--- src/rtl/riscv_pkg.sv ---
// Shared fetch-side types and constants for the instruction front end.
package riscv_pkg;

  localparam int unsigned XLEN = 32;
  localparam logic [XLEN-1:0] PC_STEP = 32'd4;

  typedef enum logic {
    BOOT = 1'b0,
    RUN  = 1'b1
  } fsm_state_t;

  typedef struct packed {
    logic [XLEN-1:0] pc;
    logic [XLEN-1:0] instr;
  } fetch_entry_t;

  // Fetch addresses are always word aligned; low bits of targets are ignored.
  function automatic logic [XLEN-1:0] align_pc(input logic [XLEN-1:0] a);
    return {a[XLEN-1:2], 2'b00};
  endfunction

endpackage

--- src/rtl/fetch_prefetch_unit_if.sv ---
// Instruction memory request/response channel between the fetch unit and imem.
interface fetch_prefetch_unit_if;
  import riscv_pkg::*;

  logic            imem_req_valid;
  logic            imem_req_ready;
  logic [XLEN-1:0] imem_req_addr;
  logic            imem_rsp_valid;
  logic [XLEN-1:0] imem_rsp_data;

  modport master (
    output imem_req_valid,
    output imem_req_addr,
    input  imem_req_ready,
    input  imem_rsp_valid,
    input  imem_rsp_data
  );

  modport slave (
    input  imem_req_valid,
    input  imem_req_addr,
    output imem_req_ready,
    output imem_rsp_valid,
    output imem_rsp_data
  );

endinterface

--- src/rtl/fetch_queue.sv ---
// DEPTH-entry synchronous FIFO of {pc, instr}; flush wins over push/pop.
module fetch_queue
  import riscv_pkg::*;
#(
  parameter int unsigned DEPTH = 4
) (
  input  logic                     clk,
  input  logic                     rst_n,
  input  logic                     push_i,
  input  fetch_entry_t             push_data_i,
  input  logic                     pop_i,
  input  logic                     flush_i,
  output fetch_entry_t             head_o,
  output logic [$clog2(DEPTH):0]   count_o
);

  localparam int unsigned AW = $clog2(DEPTH);
  localparam int unsigned CW = AW + 1;

  fetch_entry_t    mem_q [DEPTH];
  logic [AW-1:0]   wr_ptr_q;
  logic [AW-1:0]   rd_ptr_q;
  logic [CW-1:0]   count_q;

  always_ff @(posedge clk or negedge rst_n) begin
    if (!rst_n) begin
      mem_q    <= '{default: '0};
      wr_ptr_q <= '0;
      rd_ptr_q <= '0;
      count_q  <= '0;
    end else if (flush_i) begin
      wr_ptr_q <= '0;
      rd_ptr_q <= '0;
      count_q  <= '0;
    end else begin
      if (push_i) begin
        mem_q[wr_ptr_q] <= push_data_i;
        wr_ptr_q        <= wr_ptr_q + AW'(1);
      end
      if (pop_i) begin
        rd_ptr_q <= rd_ptr_q + AW'(1);
      end
      case ({push_i, pop_i})
        2'b10:   count_q <= count_q + CW'(1);
        2'b01:   count_q <= count_q - CW'(1);
        default: count_q <= count_q;
      endcase
    end
  end

  assign head_o  = mem_q[rd_ptr_q];
  assign count_o = count_q;

  // The credit limit upstream guarantees a slot for every response.
  a_no_push_when_full: assert property (@(posedge clk) disable iff (!rst_n)
    !(push_i && !flush_i && (count_q == CW'(DEPTH))));

endmodule

--- src/rtl/fetch_prefetch_unit.sv ---
// Fetch front end: PC, credit-limited imem requests, prefetch queue, redirect flush.
module fetch_prefetch_unit
  import riscv_pkg::*;
#(
  parameter int unsigned     DEPTH    = 4,
  parameter logic [XLEN-1:0] RESET_PC = 32'h0000_0000
) (
  input  logic                  clk,
  input  logic                  rst,
  fetch_prefetch_unit_if.master imem,
  input  logic                  redirect_valid,
  input  logic [XLEN-1:0]       redirect_pc,
  output logic                  instr_valid,
  input  logic                  instr_ready,
  output logic [XLEN-1:0]       instrF,
  output logic [XLEN-1:0]       pcF,
  output logic [XLEN-1:0]       pcPlus4F
);

  localparam int unsigned CW = $clog2(DEPTH) + 1;

  fsm_state_t      state_q, state_d;
  logic [XLEN-1:0] fetch_pc_q, fetch_pc_d;
  logic [XLEN-1:0] rsp_pc_q, rsp_pc_d;
  logic [CW-1:0]   outstanding_q, outstanding_d;
  logic [CW-1:0]   discard_q, discard_d;
  logic [CW-1:0]   count;
  logic [CW:0]     credit_used;
  logic            req_valid;
  logic            req_fire;
  logic            push, pop, flush;
  fetch_entry_t    head, push_entry;

  always_ff @(posedge clk or negedge rst) begin
    if (!rst) begin
      state_q       <= BOOT;
      fetch_pc_q    <= RESET_PC;
      rsp_pc_q      <= RESET_PC;
      outstanding_q <= '0;
      discard_q     <= '0;
    end else begin
      state_q       <= state_d;
      fetch_pc_q    <= fetch_pc_d;
      rsp_pc_q      <= rsp_pc_d;
      outstanding_q <= outstanding_d;
      discard_q     <= discard_d;
    end
  end

  always_comb begin
    state_d       = state_q;
    fetch_pc_d    = fetch_pc_q;
    rsp_pc_d      = rsp_pc_q;
    discard_d     = discard_q;
    push          = 1'b0;
    flush         = 1'b0;
    push_entry    = '{pc: rsp_pc_q, instr: imem.imem_rsp_data};

    unique case (state_q)
      BOOT:    state_d = RUN;
      RUN:     state_d = RUN;
      default: state_d = BOOT;
    endcase

    credit_used = {1'b0, count} + {1'b0, outstanding_q};
    req_valid   = (state_q == RUN) && !redirect_valid && (credit_used < (CW+1)'(DEPTH));
    req_fire    = req_valid && imem.imem_req_ready;

    outstanding_d = outstanding_q + CW'(req_fire) - CW'(imem.imem_rsp_valid);

    if (redirect_valid) begin
      // Everything in flight, minus a response landing now, is wrong-path.
      flush      = 1'b1;
      fetch_pc_d = align_pc(redirect_pc);
      rsp_pc_d   = align_pc(redirect_pc);
      discard_d  = outstanding_q - CW'(imem.imem_rsp_valid);
    end else begin
      if (req_fire) begin
        fetch_pc_d = fetch_pc_q + PC_STEP;
      end
      if (imem.imem_rsp_valid) begin
        if (discard_q != '0) begin
          discard_d = discard_q - CW'(1);
        end else begin
          push     = 1'b1;
          rsp_pc_d = rsp_pc_q + PC_STEP;
        end
      end
    end

    pop = instr_valid && instr_ready && !redirect_valid;
  end

  assign imem.imem_req_valid = req_valid;
  assign imem.imem_req_addr  = fetch_pc_q;

  fetch_queue #(
    .DEPTH (DEPTH)
  ) u_queue (
    .clk         (clk),
    .rst_n       (rst),
    .push_i      (push),
    .push_data_i (push_entry),
    .pop_i       (pop),
    .flush_i     (flush),
    .head_o      (head),
    .count_o     (count)
  );

  assign instr_valid = (count != '0);
  assign instrF      = head.instr;
  assign pcF         = head.pc;
  assign pcPlus4F    = head.pc + PC_STEP;

endmodule

--- src/flat_wrapper.sv ---
// flat-port wrapper written by rule: the top's interface ports become plain ports
module fetch_prefetch_unit_flat import riscv_pkg::*;
#(
  parameter int unsigned     DEPTH    = 4,
  parameter logic [XLEN-1:0] RESET_PC = 32'h0000_0000
)
  (clk, rst, redirect_valid, redirect_pc, instr_valid, instr_ready, instrF, pcF, pcPlus4F, imem_imem_req_valid, imem_imem_req_addr, imem_imem_req_ready, imem_imem_rsp_valid, imem_imem_rsp_data);
  fetch_prefetch_unit_if imem_i ();
  input  logic clk;
  input  logic rst;
  input  logic redirect_valid;
  input  logic [XLEN-1:0] redirect_pc;
  output logic instr_valid;
  input  logic instr_ready;
  output logic [XLEN-1:0] instrF;
  output logic [XLEN-1:0] pcF;
  output logic [XLEN-1:0] pcPlus4F;
  output wire logic [$bits(imem_i.imem_req_valid)-1:0] imem_imem_req_valid;
  output wire logic [$bits(imem_i.imem_req_addr)-1:0] imem_imem_req_addr;
  input wire logic [$bits(imem_i.imem_req_ready)-1:0] imem_imem_req_ready;
  input wire logic [$bits(imem_i.imem_rsp_valid)-1:0] imem_imem_rsp_valid;
  input wire logic [$bits(imem_i.imem_rsp_data)-1:0] imem_imem_rsp_data;
  assign imem_imem_req_valid = imem_i.imem_req_valid;
  assign imem_imem_req_addr = imem_i.imem_req_addr;
  assign imem_i.imem_req_ready = imem_imem_req_ready;
  assign imem_i.imem_rsp_valid = imem_imem_rsp_valid;
  assign imem_i.imem_rsp_data = imem_imem_rsp_data;
  fetch_prefetch_unit #(.DEPTH(DEPTH), .RESET_PC(RESET_PC)) u_core (.clk(clk), .rst(rst), .imem(imem_i), .redirect_valid(redirect_valid), .redirect_pc(redirect_pc), .instr_valid(instr_valid), .instr_ready(instr_ready), .instrF(instrF), .pcF(pcF), .pcPlus4F(pcPlus4F));
endmodule
--- config.mk ---
export PLATFORM = sky130hd
export DESIGN_NAME = fetch_prefetch_unit_flat
export DESIGN_NICKNAME = d
export VERILOG_FILES = /design/src/rtl/riscv_pkg.sv /design/src/rtl/fetch_prefetch_unit_if.sv /design/src/rtl/fetch_queue.sv /design/src/rtl/fetch_prefetch_unit.sv /design/src/flat_wrapper.sv
export SDC_FILE = /design/constraint.sdc
export NUM_CORES = 1
export LEC_CHECK = 0
export ABC_AREA = 1
export CORE_UTILIZATION = 30
export CTS_CLUSTER_DIAMETER = 30
export CTS_CLUSTER_SIZE = 20
export DETAILED_ROUTE_END_ITERATION = 7
export PLACE_DENSITY_LB_ADDON = 0.1
export SETUP_SLACK_MARGIN = 0.4
export SKIP_CTS_REPAIR_TIMING = 1
export SYNTH_ARGS = -nofsm -noshare
export SYNTH_HDL_FRONTEND = slang
export SYNTH_SLANG_ARGS = --single-unit
--- constraint.sdc ---
create_clock -name clk -period 3.3 [get_ports clk]
set_input_delay 0.495 -clock clk [delete_from_list [all_inputs] [get_ports clk]]
set_output_delay 0.495 -clock clk [all_outputs]
set_load 0.02 [all_outputs]
# Yosys cells after proc, flatten, opt, wreduce, memory -nomap -nowiden
# Index checks and enable logic that the tools add are counted.
# word_totals
input_bits	70
wordCells	80
register_bits	334
output_inout_bits	130
# op_classes
reduce_logical	18
add_sub_neg	12
n_mux	24
n_bitwise	3
eq_ne	3
magnitude_cmp	4
# op_table
operator	n
256-bit bitwise mux	1
64-bit 2-to-1 mux	3
32-bit 2-to-1 mux	5
64-bit binary-select mux with 2-bit select	1
64-bit demux with 2-bit select	1
32-bit by 3-bit adder with 32-bit output, second input constant	3
3-bit 2-to-1 mux	4
2-bit nonzero test	5
3-bit nonzero test	3
2-bit 2-to-1 mux	4
3-bit greater-or-equal comparator, second input constant	2
1-bit logical AND	6
2-bit NOT with 3-bit output	2
3-bit one-hot mux with 2 select lines	1
2-bit AND reduction	3
3-bit by 1-bit subtractor with 3-bit output	2
3-bit by 1-bit subtractor with 3-bit output, second input constant	2
2-bit by 1-bit adder with 2-bit output, second input constant	2
3-bit by 3-bit adder with 4-bit output	1
4-bit by 3-bit < comparator with 1-bit output, second input constant	1
1-bit 2-to-1 mux	4
3-bit by 1-bit adder with 3-bit output	1
3-bit by 1-bit adder with 3-bit output, second input constant	1
3-bit by 1-bit < comparator with 1-bit output, second input constant	1
5 further kinds	5

# Longest topological paths before layout
# depth
ltp_word	7
depth_mapped	15
depth_no_buf	13

# Modules after synthesis
# Synthesis repeated with hierarchy kept, for this count alone.
# hier_totals
hier_cells	2144
hier_area_um2	17584.4
# modules_own_cells
mod	area_per_inst_um2	n_inst	seq_area_each_um2	cells_per_inst
fetch_queue	12081.6	1	6581.3	1306
fetch_prefetch_unit	5502.8	1	1676.6	838

# Least setup slack after synthesis
# Ideal clock, no wire load.
# synth_path
path_type	flip-flop to output port
start	register u_core.u_queue.rd_ptr_q[0]
end	output port pcPlus4F[12]
path_stages_with_launch	14
t_required_ns	2.805
arrival_ns	2.216
path_buffers	2
slack_ns	0.589
cell_sequence	dfrtp_1 > buf_6 > inv_6 > buf_8 > nor2_1 > nor2_1 > o21ai_0 > nand2_1 > ha_1 > nand2_1 > nor2_1 > nand2_1 > nor2_2 > xor2_1
# synth_between
elab_chain_cells	5
# synth_lines
element	line_no	source
start: declaration	fetch_queue.sv:22	logic [AW-1:0] rd_ptr_q;
start signal: assignment	fetch_queue.sv:41	rd_ptr_q <= rd_ptr_q + AW'(1);
2-bit NOT with 3-bit output (not written as such)	fetch_queue.sv:51	assign head_o = mem_q[rd_ptr_q];
64-bit binary-select mux with 2-bit select	fetch_queue.sv:51	
64-bit 2-to-1 mux (not written as such) (2 in series)	fetch_queue.sv:51	
named net pcF[2]	flat_wrapper.sv:16	output logic [XLEN-1:0] pcF;
32-bit by 3-bit adder with 32-bit output	fetch_prefetch_unit.sv:113	assign pcPlus4F = head.pc + PC_STEP;
end: declaration	flat_wrapper.sv:17	output logic [XLEN-1:0] pcPlus4F;
# The timed path passes the listed nets, and every way through them passes these cells. The select of a mux whose other input is x is not followed.

# Worst setup path after layout
# layout_path
start	register u_core.u_queue.rd_ptr_q[0]
end	output port pcPlus4F[10]
# layout_between
elab_chain_cells	5
# layout_lines
element	line_no
2-bit NOT with 3-bit output (not written as such)	fetch_queue.sv:51
64-bit binary-select mux with 2-bit select	fetch_queue.sv:51
64-bit 2-to-1 mux (not written as such) (2 in series)	fetch_queue.sv:51
32-bit by 3-bit adder with 32-bit output	fetch_prefetch_unit.sv:113
# No other way between the ends. The select of a mux whose other input is x is not followed.

==> impl_metrics.csv <==
group,metric,value,unit
setup_path,crit_required,2.80,ns
timing,worst_clock_skew,0.0191,ns
placement,placed_area,0.0199,mm2
synthesis,ys_warn_count,0,
cts,cts_buffers,93,
die,initial_utilization,0.306,
worst_hold_path,min_from,"redirect_valid",
placement,gp_congestion,0.845,
synthesis,yosysMostFrequentCell,"nand2_1",
setup_path,cp_top_family,"simple AND/OR/NAND/NOR gates",
grt,grt_overflow,0,
status,outcome,"complete, no violations",
cts,cts_max_level,3,
timing,period_needed,3.16,ns
synthesis,synth-main-ff-cell,"dfrtp_1",
setup_path,cp-startpoint,"u_core.u_queue.rd_ptr_q[0]",
timing,rsz0062_at_grt,"true",
die,coreArea,0.0555,mm2
grt,grt_max_degree,91,
power_and_ir_drop,p_leak,12.1,nW
placement,dp_cells,3151,
routing,avgRoutedWirePerCell,16.9,um
synthesis,synth_top_area_frac,0.474,
placement,place.detailed.hpwl,37.3,mm
setup_path,startpoint_type,"register",
setup_path,cp_common_cell,"nand2_2",
grt,antenna_found_initial,2,
timing,slew_violations,0,
power_and_ir_drop,powerDensity,844,mW/mm2
cts,tritoncts,"yes",
routing,drc,0,
cts,clkLatencyLatePin,0.61,ns
timing,hold_viol,0,
worst_hold_path,hold_path_class,"in2reg",
synthesis,avgSynthCellArea,7.50,um2
die,die_w,240,um
routing,vias,15900,
setup_path,slowest_delay,0.49,ns
finish,final_cells,3354,
setup_path,crit_chain,"buf_12 -> buf_12 -> nor2_2 -> nor2_1 -> o21ai_1 -> nand2_2 -> ha_4 -> nand2_2 -> nor2_4 -> nand2_2 -> xor2_1 -> buf_4",
synthesis,synth.distinct_cells,37,
setup_path,path_buf_inv,3,
timing,worst_slew_pin_slew,0.801,ns
synthesis,seq_area_frac_synth,0.474,
setup_path,cp.arrival,2.67,ns
routing,firstDrtPassIters,7,
die,die_area,0.0576,mm2
synthesis,synthArstFlopShare,1.00,
die,die_y,240,um
setup_path,timing.rr.start,"u_core.discard_q[0]",
setup_path,critical_path_class,"reg2out",
routing,drt_iter0_markers,993,
power_and_ir_drop,ir_drop,0.373,mV
run,max-cap-violations,0,
finish,drive_above_1_share,0.182,
timing,setup_viol,0,
cts,cts.sinks,322,
cts,cts_root_buffer,"clkbuf_16",
placement,portBuffers,191,
synthesis,syn_area,0.0170,mm2
synthesis,netlist_top_cells_area,"dfrtp_1, nand2_1, o21ai_0",
grt,grt_pass1_vias,15500,
routing,wl,56.5,mm
synthesis,syn_inst,2264,
timing,maxClockFrequency,0.316,GHz
setup_path,path_max_fanout,7,
setup_path,slowest_stage,"dfrtp_4",
finish,fin_nets,2623,
synthesis,synth-seq-cells,322,
grt,grtUsageTotal,0.194,
setup_path,critPathCaptureType,"primary output",
cts,cts_max_path_buffers,3,
die,num_rows,86,
grt,grt_pass1_wl,86.8,mm
finish,stdcell_area,0.0245,mm2
finish,fin_util,0.441,
routing,postRouteAntennaNets,0,
cts,cts.clk_slew.worst_paths,0.04,ns
die,ios,200,
synthesis,yosys-top-cells-count,"nand2_1, o21ai_0, dfrtp_1",
synthesis,synth_edf_count,0,
timing,slew_headroom,0.466,
timing,fin_crit_sh,0.959,
routing,vias_per_cell,4.74,
finish,area_delta_synth_final,44.2,%
synthesis,synth_area_leader_cell,"dfrtp_1",
report_power, final:
part / switching (mW) / internal, mW / leakage, nW / total (mW)
Sequential: 0.564 / 4.82 / 4.27 / 5.38
Combinational: 3.87 / 2.56 / 6.24 / 6.44
Clock: 2.50 / 6.34 / 1.59 / 8.84
cell families (layout without fill, tap and decap cells):
group,count (synthesis),after routing,synth area share
flops,322,322,0.474
compound gates,437,437,0.137
simple gates,1137,1137,0.271
fa+ha+maj,18,18,0.0141
other cells,2,8,0.000442
xor+xnor,57,57,0.0294
buf+inv,291,627,0.0741
routing by layer:
metal,global-route usage,vias up,share of wire
met3,0.0352,81,0.045
li1,-,7879,-
met1,0.265,7586,0.47
met2,0.305,361,0.47
met4,0.0720,0,0.022
met5,0,-,0
registers in the layout, summed over array words and instances (netlist names):
signal                     count
u_core.rsp_pc_q               30
u_core.outstanding_q           3
u_core.u_queue.rd_ptr_q        2
u_core.u_queue.mem_q         248
u_core.state_q                 1
u_core.u_queue.wr_ptr_q        2
u_core.discard_q               3
u_core.u_queue.count_o         3
u_core.imem.imem_req_addr     30
tightest hold or removal path, delay by kind of cell:
kind,cells,cell delay (ns)
buffers and inverters,1,0.25
AND/OR/NAND/NOR,2,0.25
metrics by stage:
| step | power (mW) | TNS, ns | hold WS, ns | worst slack, ns |
|---|---|---|---|---|
| 4_1_cts | 20.2 | -16.93 | -0.0342 | -0.605 |
| 3_5_place_dp | 11.2 | 0 | 0.468 | 0.0499 |
| 6_report | 20.7 | 0 | 0.451 | 0.136 |
| 3_3_place_gp | 11.2 | 0 | 0.462 | 0.0680 |
| 5_1_grt | 21.8 | 0 | 0.474 | 0.00386 |
| 2_1_floorplan | 8.53 | 0 | 0.199 | 0.589 |
worst paths after layout:
path,end,slack [ns],cells past startpoint
max in group asynchronous,u_core.imem.imem_req_addr[4],1.94,3
worst max register to register,u_core.u_queue.count_o[2],0.99,11
worst max-delay path,pcPlus4F[10],0.14,12
worst min register to register,u_core.u_queue.mem_q[85],0.48,2
min in group asynchronous,u_core.u_queue.mem_q[215],0.53,2
worst min-delay path,u_core.rsp_pc_q[27],0.45,3
final cells by class:
type                            instances  area, um2
Inverter                              172        661
Timing Repair Buffer                  288       3160
Tap cell                              748        936
Clock inverter                         30        352
Clock buffer                          135       2820
Timing Repair inverter                  2       25.0
Sequential cell                       322       8060
Multi-Input combinational cell       1656       8480
Antenna cell                            1       2.50
Fill cell                            5601      31000
placed cells by master (no fill, tap or decap), types with 20 or more instances in the layout:
cell             count
clkbuf_16          101
nand2_4             39
xor2_1              46
inv_1              161
nor2_4              30
nand2_2             68
o22ai_1             32
clkdlybuf4s50_1     96
dlymetal6s2s_1      61
buf_12              20
dfrtp_1            320
nand3_1            114
buf_4               76
nor2_2              24
o211ai_1            22
clkbuf_8            29
nand2_1            672
o21ai_0            352
nand4_1             23
nor2_1             140
Power figures use the tool's default switching activity.
